### src/rtl/mem_ctrl_pkg.sv
// Shared encodings for the byte-serial RAM port controller: size codes, FSM states, owner codes.
package mem_ctrl_pkg;

    localparam logic [1:0] MemSizeByte = 2'b00;
    localparam logic [1:0] MemSizeHalf = 2'b01;
    localparam logic [1:0] MemSizeWord = 2'b10;

    typedef enum logic [1:0] {
        MemCtrlIdle = 2'd0,
        MemCtrlXfer = 2'd1,
        MemCtrlAck  = 2'd2
    } mem_ctrl_state_t;

    typedef enum logic [1:0] {
        OwnerNone = 2'd0,
        OwnerIf   = 2'd1,
        OwnerMem  = 2'd2
    } mem_ctrl_owner_t;

    // Index of the last byte of a transfer (N-1); size 11 behaves as a word.
    function automatic logic [1:0] last_byte_idx(input logic [1:0] size);
        case (size)
            MemSizeByte: return 2'd0;
            MemSizeHalf: return 2'd1;
            MemSizeWord: return 2'd3;
            default:     return 2'd3;
        endcase
    endfunction

endpackage

### src/rtl/mem_ctrl_if.sv
// Requester (IF, MEM) handshakes plus the byte-wide RAM port; slave = controller side.
interface mem_ctrl_if #(
    parameter int ADDR_W = 32
);
    logic              if_req_i;
    logic [ADDR_W-1:0] if_addr_i;
    logic              if_ack_o;
    logic [31:0]       if_data_o;

    logic              mem_req_i;
    logic              mem_we_i;
    logic [1:0]        mem_size_i;
    logic [ADDR_W-1:0] mem_addr_i;
    logic [31:0]       mem_wdata_i;
    logic              mem_ack_o;
    logic [31:0]       mem_rdata_o;

    logic [ADDR_W-1:0] ram_a_o;
    logic              ram_wr_o;
    logic [7:0]        ram_dout_o;
    logic [7:0]        ram_din_i;

    modport slave (
        input  if_req_i, if_addr_i,
        output if_ack_o, if_data_o,
        input  mem_req_i, mem_we_i, mem_size_i, mem_addr_i, mem_wdata_i,
        output mem_ack_o, mem_rdata_o,
        output ram_a_o, ram_wr_o, ram_dout_o,
        input  ram_din_i
    );

    modport master (
        output if_req_i, if_addr_i,
        input  if_ack_o, if_data_o,
        output mem_req_i, mem_we_i, mem_size_i, mem_addr_i, mem_wdata_i,
        input  mem_ack_o, mem_rdata_o,
        input  ram_a_o, ram_wr_o, ram_dout_o,
        output ram_din_i
    );

endinterface

### src/rtl/mem_ctrl.sv
// Arbitrates IF/MEM onto one byte-wide RAM port (MEM first, non-preemptive), N byte accesses then one ack.
// Optional IF fetch abort via if_flush_i when MEMCTRL_IF_FLUSH_EN is defined.
module mem_ctrl
    import mem_ctrl_pkg::*;
#(
    parameter int ADDR_W = 32
) (
    input  logic clk,
    input  logic rst,
`ifdef MEMCTRL_IF_FLUSH_EN
    input  logic if_flush_i,
`endif
    mem_ctrl_if.slave bus
);

    mem_ctrl_state_t   r_state;
    mem_ctrl_owner_t   r_owner;
    logic [1:0]        r_cnt;
    logic [1:0]        r_last;
    logic              r_we;
    logic [31:0]       r_wdata;
    logic [31:0]       r_buf;
    logic              r_if_ack;
    logic              r_mem_ack;
    logic [31:0]       r_if_data;
    logic [31:0]       r_mem_rdata;
    logic [ADDR_W-1:0] r_ram_a;
    logic              r_ram_wr;
    logic [7:0]        r_ram_dout;
    logic [31:0]       w_rd;

    // The last byte is still on ram_din_i during the ack cycle, so it bypasses the buffer.
    always_comb begin
        w_rd = r_buf;
        w_rd[{r_last, 3'b000} +: 8] = bus.ram_din_i;
    end

    always_ff @(posedge clk) begin
        if (rst) begin
            r_state     <= MemCtrlIdle;
            r_owner     <= OwnerNone;
            r_cnt       <= 2'd0;
            r_last      <= 2'd0;
            r_we        <= 1'b0;
            r_wdata     <= 32'd0;
            r_buf       <= 32'd0;
            r_if_ack    <= 1'b0;
            r_mem_ack   <= 1'b0;
            r_if_data   <= 32'd0;
            r_mem_rdata <= 32'd0;
            r_ram_a     <= '0;
            r_ram_wr    <= 1'b0;
            r_ram_dout  <= 8'd0;
        end else begin
            r_if_ack  <= 1'b0;
            r_mem_ack <= 1'b0;
            case (r_state)
                MemCtrlIdle: begin
                    if (bus.mem_req_i || bus.if_req_i) begin
                        r_state <= MemCtrlXfer;
                        r_cnt   <= 2'd0;
                        r_buf   <= 32'd0;
                        if (bus.mem_req_i) begin
                            r_owner    <= OwnerMem;
                            r_we       <= bus.mem_we_i;
                            r_last     <= last_byte_idx(bus.mem_size_i);
                            r_wdata    <= bus.mem_wdata_i;
                            r_ram_a    <= bus.mem_addr_i;
                            r_ram_wr   <= bus.mem_we_i;
                            r_ram_dout <= bus.mem_wdata_i[7:0];
                        end else begin
                            r_owner    <= OwnerIf;
                            r_we       <= 1'b0;
                            r_last     <= 2'd3;
                            r_wdata    <= 32'd0;
                            r_ram_a    <= bus.if_addr_i;
                            r_ram_wr   <= 1'b0;
                            r_ram_dout <= 8'd0;
                        end
                    end
                end
                MemCtrlXfer: begin
                    // ram_din_i now carries the byte whose address was presented last cycle.
                    if (r_cnt != 2'd0)
                        r_buf[{r_cnt - 2'd1, 3'b000} +: 8] <= bus.ram_din_i;
                    if (r_cnt == r_last) begin
                        r_ram_wr  <= 1'b0;
                        r_state   <= MemCtrlAck;
                        r_if_ack  <= (r_owner == OwnerIf);
                        r_mem_ack <= (r_owner == OwnerMem);
                    end else begin
                        r_cnt      <= r_cnt + 2'd1;
                        r_ram_a    <= r_ram_a + ADDR_W'(1);
                        r_ram_wr   <= r_we;
                        r_ram_dout <= r_wdata[15:8];
                        r_wdata    <= r_wdata >> 8;
                    end
`ifdef MEMCTRL_IF_FLUSH_EN
                    if (r_owner == OwnerIf && if_flush_i) begin
                        r_state  <= MemCtrlIdle;
                        r_owner  <= OwnerNone;
                        r_if_ack <= 1'b0;
                        r_ram_wr <= 1'b0;
                    end
`endif
                end
                MemCtrlAck: begin
                    r_state <= MemCtrlIdle;
                    r_owner <= OwnerNone;
                    if (r_if_ack)
                        r_if_data <= w_rd;
                    if (r_mem_ack && !r_we)
                        r_mem_rdata <= w_rd;
                end
                default: begin
                    r_state <= MemCtrlIdle;
                    r_owner <= OwnerNone;
                end
            endcase
        end
    end

    assign bus.if_ack_o    = r_if_ack;
    assign bus.mem_ack_o   = r_mem_ack;
    assign bus.if_data_o   = r_if_ack ? w_rd : r_if_data;
    assign bus.mem_rdata_o = (r_mem_ack && !r_we) ? w_rd : r_mem_rdata;
    assign bus.ram_a_o     = r_ram_a;
    assign bus.ram_wr_o    = r_ram_wr;
    assign bus.ram_dout_o  = r_ram_dout;

endmodule

### src/flat_wrapper.sv
// flat-port wrapper written by rule: the top's interface ports become plain ports
module mem_ctrl_flat import mem_ctrl_pkg::*;
#(
    parameter int ADDR_W = 32
)
  (clk, rst, bus_if_req_i, bus_if_addr_i, bus_if_ack_o, bus_if_data_o, bus_mem_req_i, bus_mem_we_i, bus_mem_size_i, bus_mem_addr_i, bus_mem_wdata_i, bus_mem_ack_o, bus_mem_rdata_o, bus_ram_a_o, bus_ram_wr_o, bus_ram_dout_o, bus_ram_din_i);
  mem_ctrl_if #(.ADDR_W(ADDR_W)) bus_i ();
  input  logic clk;
  input  logic rst;
  input wire logic [$bits(bus_i.if_req_i)-1:0] bus_if_req_i;
  input wire logic [$bits(bus_i.if_addr_i)-1:0] bus_if_addr_i;
  output wire logic [$bits(bus_i.if_ack_o)-1:0] bus_if_ack_o;
  output wire logic [$bits(bus_i.if_data_o)-1:0] bus_if_data_o;
  input wire logic [$bits(bus_i.mem_req_i)-1:0] bus_mem_req_i;
  input wire logic [$bits(bus_i.mem_we_i)-1:0] bus_mem_we_i;
  input wire logic [$bits(bus_i.mem_size_i)-1:0] bus_mem_size_i;
  input wire logic [$bits(bus_i.mem_addr_i)-1:0] bus_mem_addr_i;
  input wire logic [$bits(bus_i.mem_wdata_i)-1:0] bus_mem_wdata_i;
  output wire logic [$bits(bus_i.mem_ack_o)-1:0] bus_mem_ack_o;
  output wire logic [$bits(bus_i.mem_rdata_o)-1:0] bus_mem_rdata_o;
  output wire logic [$bits(bus_i.ram_a_o)-1:0] bus_ram_a_o;
  output wire logic [$bits(bus_i.ram_wr_o)-1:0] bus_ram_wr_o;
  output wire logic [$bits(bus_i.ram_dout_o)-1:0] bus_ram_dout_o;
  input wire logic [$bits(bus_i.ram_din_i)-1:0] bus_ram_din_i;
  assign bus_i.if_req_i = bus_if_req_i;
  assign bus_i.if_addr_i = bus_if_addr_i;
  assign bus_if_ack_o = bus_i.if_ack_o;
  assign bus_if_data_o = bus_i.if_data_o;
  assign bus_i.mem_req_i = bus_mem_req_i;
  assign bus_i.mem_we_i = bus_mem_we_i;
  assign bus_i.mem_size_i = bus_mem_size_i;
  assign bus_i.mem_addr_i = bus_mem_addr_i;
  assign bus_i.mem_wdata_i = bus_mem_wdata_i;
  assign bus_mem_ack_o = bus_i.mem_ack_o;
  assign bus_mem_rdata_o = bus_i.mem_rdata_o;
  assign bus_ram_a_o = bus_i.ram_a_o;
  assign bus_ram_wr_o = bus_i.ram_wr_o;
  assign bus_ram_dout_o = bus_i.ram_dout_o;
  assign bus_i.ram_din_i = bus_ram_din_i;
  mem_ctrl #(.ADDR_W(ADDR_W)) u_core (.clk(clk), .rst(rst), .bus(bus_i));
endmodule
### config.mk
export PLATFORM = sky130hd
export DESIGN_NAME = mem_ctrl_flat
export DESIGN_NICKNAME = d
export VERILOG_FILES = /design/src/rtl/mem_ctrl_pkg.sv /design/src/rtl/mem_ctrl_if.sv /design/src/rtl/mem_ctrl.sv /design/src/flat_wrapper.sv
export SDC_FILE = /design/constraint.sdc
export NUM_CORES = 1
export LEC_CHECK = 0
export ABC_CLOCK_PERIOD_IN_PS = 2600
export BUFFER_PORTS_ARGS = -buffer_cell sky130_fd_sc_hd__buf_2
export CORE_UTILIZATION = 54
export CTS_CLUSTER_DIAMETER = 100
export DETAILED_ROUTE_END_ITERATION = 16
export GPL_TIMING_DRIVEN = 0
export PLACE_DENSITY = 0.86
export SLEW_MARGIN = 20
export SYNTH_ARGS = -nofsm -noshare
export SYNTH_HDL_FRONTEND = slang
export SYNTH_SLANG_ARGS = --single-unit
export TNS_END_PERCENT = 30
### constraint.sdc
create_clock -name clk -period 2.6 [get_ports clk]
set_clock_uncertainty 0.05 [all_clocks]
set_input_delay 0.13 -clock clk [delete_from_list [all_inputs] [get_ports clk]]
set_output_delay 0.13 -clock clk [all_outputs]
set_load 0.05 [all_outputs]
## After elaboration in Yosys (flattened, before gate mapping)

Index checks and enable logic that the tools add are counted.
W data, S select, Z words.

| storage, ports and cells | value |
|---|---|
| flip-flop bits (word level) | 180 |
| bits of input ports | 111 |
| output and inout port bits | 107 |
| logic and storage cells | 83 |

| operators by class | value |
|---|---|
| add/sub/neg operators | 5 |
| eq/ne operators | 10 |
| shift operators | 4 |
| mux-type cells | 34 |
| bitwise logic cells | 2 |
| reduce and logical (&&, ||, !) cells | 14 |

Operators by type and width:

| operator | count |
|---|---|
| $mux W32 | 10 |
| $pmux W32 S2 | 3 |
| $bwmux W32 | 2 |
| $shift A8 B7 Y32 const A | 2 |
| $shiftx A8 B7 Y32 | 2 |
| $add A32 B1 Y32 const B | 1 |
| $mux W8 | 3 |
| $pmux W2 S2 | 4 |
| $pmux W8 S2 | 1 |
| $mux W2 | 7 |
| $neg A5 Y7 | 2 |
| $reduce_and A2 Y1 | 4 |
| $eq A2 B1 Y1 const B | 3 |
| $ne A2 B1 Y1 const B | 3 |
| $reduce_and A3 Y1 | 2 |
| $eq A2 B2 Y1 const B | 2 |
| $logic_not A2 Y1 | 2 |
| $reduce_bool A2 Y1 | 2 |
| $mux W1 | 3 |
| $reduce_or A3 Y1 | 1 |
| $add A2 B1 Y2 const B | 1 |
| $eq A2 B2 Y1 | 1 |
| $ne A2 B2 Y1 const B | 1 |
| $not A1 Y1 | 2 |
| other kinds (5) | 5 |

## Longest topological paths before layout

Gate-level depths: netlist of run 1.

| logic depth | value |
|---|---|
| depth after elaboration | 6 |
| gate-level depth with buffers | 9 |
| gate-level depth less buffers | 7 |

## Worst setup path after synthesis of run 1

No wires, ideal clock.

| timing path | value |
|---|---|
| kind | flip-flop to flip-flop |
| start point | reg u_core.r_last[0] |
| end point | reg u_core.r_mem_rdata[16] |
| arrival | 3.066 ns |
| data required time | 2.485 ns |
| slack | -0.581 ns |
| cell stages (with the launch flop) | 9 |
| path buffers | 1 |
| path through | dfxtp_1 > inv_1 > buf_2 > ha_1 > clkinv_1 > nor4b_2 > a32oi_1 > o21ai_0 > a22o_1 |

| on the way | value |
|---|---|
| cells in the longest elaborated chain, start to end | 4 |
| elaborated cells between the ends (all ways) | 5 |
| classes of those cells | 1 x add/sub; 2 x shift; 2 x mux |

Ends and longest elaborated chain:

| item | line | RTL |
|---|---|---|
| start, declared | mem_ctrl.sv:19 | `logic [1:0] r_last;` |
| start signal, assigned | mem_ctrl.sv:66 | `r_last <= last_byte_idx(bus.mem_size_i);` |
| $neg A5 Y7 * | mem_ctrl.sv:35 | `w_rd[{r_last, 3'b000} +: 8] = bus.ram_din_i;` |
| $shiftx A8 B7 Y32 or $shift A8 B7 Y32 (tied branches) | mem_ctrl.sv:35 |  |
| $bwmux W32 * | mem_ctrl.sv:35 |  |
| $mux W32 * | -- |  |
| net bus_mem_rdata_o[16] | flat_wrapper.sv:20 | `output wire logic [$bits(bus_i.mem_rdata_o)-1:0] bus_mem_rdata_o;` |
| end signal, assigned | mem_ctrl.sv:113 | `r_mem_rdata <= w_rd;` |
| end, declared | mem_ctrl.sv:26 | `logic [31:0] r_mem_rdata;` |

Mark *: on every way through the listed nets, which the timed path passes. The rest lies on a longest branch.
A chain may end at the register's enable or synchronous reset.

## Worst setup path in the final report of run 1

| timing path | value |
|---|---|
| start point | reg u_core.r_last[0] |
| end point | out bus_mem_rdata_o[2] |

| on the way | value |
|---|---|
| cells in the longest elaborated chain, start to end | 4 |
| elaborated cells between the ends (all ways) | 5 |
| classes of those cells | 1 x add/sub; 2 x shift; 2 x mux |

Ends and longest elaborated chain:

| item | line | RTL |
|---|---|---|
| $neg A5 Y7 * | mem_ctrl.sv:35 |  |
| $shiftx A8 B7 Y32 or $shift A8 B7 Y32 (tied branches) | mem_ctrl.sv:35 |  |
| $bwmux W32 * | mem_ctrl.sv:35 |  |
| $mux W32 * | mem_ctrl.sv:126 | `assign bus.mem_rdata_o = (r_mem_ack && !r_we) ? w_rd : r_mem_rdata;` |
| end, declared | flat_wrapper.sv:20 |  |

Mark *: on every way between the ends. The rest lies on a longest branch, timed or not.

==> results.md, run 1 <==
* Post-synthesis sequential area ratio at 38.6%
* Crit path largest cell delay at 0.38 ns
* Failing checks: negative setup slack
* WS Path Type: flip-flop to output pin
* RSZ-0062 raised after global routing: true
* Power Density at 663 nW/um^2
* Distinct cells, synth at 74
* First-pass GRT wire length at 48.7 mm
* Syn-to-layout area delta at 34.0%
* Initial Utilization at 55.8%
* GPL Wtd Cong at 0.989
* Max_cap viols at 0
* Post-synth EDFFs at 0
* Most used cell, CP: buf_6
* Synth Register Bits at 172
* Layout Cells excl Fill at 1,634
* Max H-tree Level at 4
* CP max FO at 8
* Residual DRC at 0
* Detail Placement HPWL at 21.0 mm
* Worst slew margin at 34.5%
* CORE AREA at 16,000 sq um
* Post-route ant nets at 0
* N_diodes at 0
* GR Overflow Total at 0
* Synth async-reset ratio at 0%
* Critical Path Start Type: flip-flop
* Pin count of the biggest net entering global routing at 17
* # fillers at 1,141
* Worst VDD drop at 0.528 mV
* CTS tree: built
* Slowest-stage cell, CP: nor4bb_4
* Clk_lat worst skew at 0.44 ns
* CTS Buf Count at 17
* Drt pass-1 iters at 6
* Pleak at 4.74 nW
* Reg2reg path depth at 5
* DRT Wirelength at 32.3 mm
* Post-Syn Area at 8920 sq um
* # rows at 46
* Min-Delay Path Depth at 3
* Tot GR Track Use at 36.9%
* Area contributors post-synth: dfxtp_1 (39%), nor2_1 (6.7%), a21oi_1 (6.2%)
* Max Buffers Root-to-Sink at 2
* Clk root buf: clkbuf_16
* Post-synthesis average cell area at 7.94 sq um
* Most common cell after layout, fill and taps aside: buf_2
* Max-slew violations at 0
* Setup-failing EPs final at 35
* Chain of cells forming the critical path: inv_2 > buf_6 > ha_2 > nor4bb_4 > buf_6 > a21oi_1 > o21ai_1 > buf_4
* Worst slew pin tran at 0.982 ns
* Cells after Synth at 1,124
* Chip height at 131 um
* Yosys top cell by area: dfxtp_1
* Clock sinks at 172
* Crit path required time at 2.42 ns
* PnR Total Power at 7.93 mW
* Worst Path Arrival at 2.48 ns
* Placed cell count at 1,555
* Final #Nets at 1,529
* Wire length per cell at 19.8 um
* Status: complete, but fails checks
* Most frequent cells in the layout: buf_2 (179), dfxtp_1 (170), nor2_1 (158)
* IO Port Bufs at 215
* Layout cells sized above 1 at 29.2%
* Hold Crit Class: input port to flip-flop
* Crit. End Element: output pin
* Area of the die at 17,000 sq um
* Synth Net Count at 1,247
* Number of global-route vias before repair at 9,569
* Die width at 131 um
* Warnings, synthesis at 0
* Drt via density at 6.32
* Max Clk Rate at 377 MHz
* Initial DRC count at 1,055
* Main synth FF type: dfxtp_1
* Synth top area share at 38.6%
* Final-report hold violation count at 0
* Initial antenna violation count at 0
* Clock transition at path regs at 0.07 ns
* Post-route minimum period at 2.66 ns
* Vias at 10,300
* PnR worst setup slack at -0.0551 ns
* Period Utilization, post-route at 102%
* I/O pin count at 218
[worst max-delay path: cells and delay by family (launching register included)]
kind                       cells  cell delay [ns]
buffers and inverters          4             0.68
and+or+nand+nor                1             0.38
adders and majority gates      1             0.27
DFF                            1             0.37
AOI/OAI and AO/OA              2             0.35
[layout make-up]
| class | count | area (sq um) | area share (%) |
|---|---|---|---|
| Multi-Input combinational cell | 837 | 5230 | 43.7 |
| Clock inverter | 12 | 195 | 1.63 |
| Buffer | 100 | 539 | 4.51 |
| Sequential cell | 172 | 3450 | 28.8 |
| Tap cell | 216 | 270 | 2.26 |
| Timing Repair Buffer | 263 | 1780 | 14.9 |
| Clock buffer | 19 | 433 | 3.62 |
| Inverter | 15 | 58.8 | 0.492 |
[flip-flops by register name, indices dropped and copies added, names as in the netlist, 2 cells and up]
name / count
u_core.bus.ram_a_o: 32
u_core.bus.ram_dout_o: 7
u_core.r_buf: 32
u_core.r_cnt: 2
u_core.r_if_data: 32
u_core.r_last: 2
u_core.r_mem_rdata: 32
u_core.r_owner: 2
u_core.r_state: 2
u_core.r_wdata: 25
[layer usage]
layer	part of all wire, %	up-vias	track usage, %
met2	47	781	63.0
met3	11	162	7.45
met1	37	4749	44.2
met5	0	-	0
met4	4.8	0	18.1
li1	-	4631	-
[where the power goes]
group          leakage [nW]  internal [mW]  total (mW)  switching (mW)
sequential             1.40           2.82        3.03           0.210
clock                 0.307           1.70        2.76            1.07
combinational          3.04          0.686        2.13            1.44
[logic make-up (layout without fill, tap and decap cells)]
kind of cell | Yosys count | after routing | share of synthesized area (%)
buffers and inverters | 115 | 409 | 6.16
flip-flops | 172 | 172 | 38.6
multiplexers | 31 | 31 | 3.52
AND/OR/NAND/NOR | 455 | 455 | 24.6
adder cells (fa/ha/maj) | 12 | 12 | 1.68
XOR/XNOR | 2 | 2 | 0.196
AO/OA/AOI/OAI | 337 | 337 | 25.3
[stage by stage]
step	hold slack, ns	instance area, sq um	setup WS [ns]	util, %	TNS [ns]
6_report	0.00626	12000	-0.0551	74.7	-0.682
5_1_grt	0.0474	12000	-0.134	74.7	-3.45
4_1_cts	0.00560	11700	-0.0485	73.0	-0.370
3_5_place_dp	0.339	10400	-0.355	64.7	-13.57
3_3_place_gp	0.332	10400	-0.297	64.7	-9.90
2_1_floorplan	0.228	9010	-0.320	-	-8.93
[synthesized netlist by cell type (3+ instances only)]
master	number
nand3_1	46
o32ai_1	4
a311oi_1	27
a31oi_1	6
or4_1	3
and3_1	6
nor3_1	23
nor4_1	3
buf_4	14
inv_1	14
o21ai_0	57
o211ai_1	6
a2111oi_0	4
and4_1	3
nand4_1	9
mux2_2	3
a22o_1	16
buf_2	23
mux2i_1	28
nor2_1	159
buf_1	9
o21ai_2	3
nand2b_1	12
or3_1	17
a22oi_1	17
a211oi_1	53
a21o_1	3
nand3_2	3
ha_1	12
nor2b_1	31
and2_1	4
a32oi_1	8
nand2_1	108
clkbuf_1	49
a21oi_1	110
nand3b_1	10
dfxtp_1	172
[path summary, 6_finish.rpt]
path,from,end,slack (ns)
setup reg to reg,u_core.r_state[1],u_core.r_mem_rdata[10],0.29
hold reg to reg,u_core.r_buf[10],u_core.r_buf[10],0.40
setup / recovery,u_core.r_last[0],bus_mem_rdata_o[2],-0.06
hold / removal,bus_if_req_i,u_core.r_owner[0],0.006
[timing repair]
action | in CTS | in global routing
buffers inserted | 6 | 6
setup endpoints to repair | 99 | 69
cloned | 0 | 0
hold endpoints to repair | 35 | 0
hold buffers | 36 | 0
pin swaps | 21 | 20
resized for setup | 108 | 77
No activity file was read; power rests on OpenSTA's default activity.
==> run 2: changes to the inputs <==
--- a/config.mk
+++ b/config.mk
@@ -7,11 +7,13 @@
 export LEC_CHECK = 0
 export ABC_CLOCK_PERIOD_IN_PS = 2600
 export BUFFER_PORTS_ARGS = -buffer_cell sky130_fd_sc_hd__buf_2
-export CORE_UTILIZATION = 54
+export CELL_PAD_IN_SITES_DETAIL_PLACEMENT = 0
+export CELL_PAD_IN_SITES_GLOBAL_PLACEMENT = 1
+export CORE_UTILIZATION = 39
 export CTS_CLUSTER_DIAMETER = 100
 export DETAILED_ROUTE_END_ITERATION = 16
 export GPL_TIMING_DRIVEN = 0
-export PLACE_DENSITY = 0.86
+export PLACE_DENSITY = 0.85
 export SLEW_MARGIN = 20
 export SYNTH_ARGS = -nofsm -noshare
 export SYNTH_HDL_FRONTEND = slang
==> run 2 against run 1 <==
Against the previous run:
- die area grew 38%
- maximum frequency grew 4.7%
- highest routed layer unchanged
- critical path type unchanged
- the flow now finishes without violations
- via count shrank 6.0%
- first-iteration DRC count shrank 27%
==> results.md, run 2 (synthesis results as in run 1) <==
* Status: completed
* Most common cell after layout, fill and taps aside: buf_2
* CTS tree: built
* Most frequent cells in the layout: buf_2 (188), dfxtp_1 (170), nor2_1 (158)
* IO Port Bufs at 215
* Post-route minimum period at 2.54 ns
* Wire length per cell at 18.6 um
* Hold Crit Class: input port to flip-flop
* Worst slew margin at 42.4%
* CTS Buf Count at 17
* Initial DRC count at 765
* N_diodes at 0
* CORE AREA at 22,100 sq um
* GR Overflow Total at 0
* Crit path required time at 2.42 ns
* Reg2reg path depth at 5
* Residual DRC at 0
* Chip height at 153 um
* First-pass GRT wire length at 49.6 mm
* DRT Wirelength at 31.8 mm
* Post-route ant nets at 0
* GPL Wtd Cong at 0.913
* Period Utilization, post-route at 97.6%
* Area of the die at 23,500 sq um
* Clk root buf: clkbuf_16
* Die width at 153 um
* Pin count of the biggest net entering global routing at 17
* Hold_sp: rst
* # rows at 54
* Tot GR Track Use at 26.5%
* Number of global-route vias before repair at 9,219
* Placed Area at 10,400 sq um
* Initial antenna violation count at 0
* Clk_lat worst skew at 0.43 ns
* Clock sinks at 172
* Max-slew violations at 0
* Final-report hold violation count at 0
* Drt via density at 5.69
* Drt pass-1 iters at 5
* R2r setup slk at 0.26 ns
* Max Clk Rate at 394 MHz
* Crit path from: u_core.r_last[0]
* Max Buffers Root-to-Sink at 2
* Crit. End Element: output pin
* CP max FO at 9
* Worst slew pin tran at 0.863 ns
* Initial Utilization at 40.4%
* Final #Nets at 1,537
* Detail Placement HPWL at 22.8 mm
* Clock transition at path regs at 0.07 ns
* Max_cap viols at 0
* Max H-tree Level at 4
* Layout cells sized above 1 at 31.0%
* Worst VDD drop at 0.410 mV
* Worst setup endpoint: bus_if_data_o[17]
* Worst r2r src: u_core.r_state[0]
* Hold_ws at 0.0628 ns
* Final instance area at 12,200 sq um
* I/O pin count at 218
* Syn-to-layout area delta at 37.3%
* Pleak at 4.82 nW
* Power Density at 666 nW/um^2
* Vias at 9,708
* Setup-failing EPs final at 0
* Worst Path Arrival at 2.36 ns
* WS Path Type: flip-flop to output pin
* Critical Path Start Type: flip-flop
* Worst r2r dst: u_core.r_mem_rdata[30]
## run 2: cell count changes in the layout (fill, tap and decap cells not counted), moves of 3 or more
cell      change
a21oi_2      +10
clkinv_2      -4
a21oi_1       -9
buf_2         +9
a32oi_2       +6
a32oi_1       -7
clkinv_4      +4
inv_6         +3
## run 2: area by class of cell
| cell class | count | area, sq um |
|---|---|---|
| inverters | 15 | 63.8 |
| repair buffers | 271 | 1830 |
| flip-flops and latches | 172 | 3450 |
| multi-input cells | 837 | 5330 |
| plain buffers | 100 | 539 |
| clock inverters | 15 | 258 |
| clock buffers | 17 | 425 |
| fillers | 2084 | 9850 |
| well taps | 280 | 350 |
## run 2: routing by layer
layer  GRT usage [%]  wire length (um)  up-vias
li1                -                 -     4655
met4            7.07               653        0
met3            4.82              1970       44
met1            35.4             14100     4605
met5               0                 0        -
met2            43.6             15100      404
## run 2: critical path, stage by stage, from the launching register on
cell and delay (ns):
dfxtp_4 0.37, inv_4 0.08, buf_12 0.13, ha_2 0.20
clkinv_4 0.08, nor4b_4 0.27, buf_6 0.20, a32oi_2 0.16
a21oi_2 0.24, buf_6 0.19
## run 2: how the worst min path moves through the flow
stage / to / depth (start not counted) / slack [ns]
4_1_cts: u_core.r_wdata[10] / 3 / 0.001
6_report: u_core.bus.ram_a_o[17] / 3 / 0.06
5_1_grt: u_core.bus.ram_a_o[17] / 3 / 0.06
3_5_place_dp: u_core.r_wdata[28] / 3 / 0.33
2_1_floorplan: u_core.r_buf[0] / 2 / 0.23
3_3_place_gp: u_core.r_wdata[28] / 3 / 0.32
## run 2: repair_timing
item	4_1_cts	5_1_grt
setup buffers	3	16
hold buffers	36	1
pin swaps	30	20
resized for setup	127	61
hold endpoints to repair	35	1
endpoints found under the setup margin	94	72
## run 2: power breakdown
part           leakage (nW)  switching, mW  total [mW]  internal, mW
Combinational          3.09           1.43        2.13         0.706
Clock                 0.329           1.16        2.99          1.82
Sequential             1.40          0.209        3.03          2.82
## run 2: per-stage QoR
step	cells	setup slack [ns]	utilization (%)	TNS, ns	power [mW]
after floorplan	1124	-0.320	-	-8.93	4.38
after global placement	1619	-0.426	47.2	-14.98	4.97
after detailed placement	1619	-0.456	47.2	-16.77	5.00
after CTS	1690	-0.104	53.8	-1.60	8.06
after global routing	1707	-0.0253	55.4	-0.0512	8.45
final	1707	0.0634	55.4	0	8.15
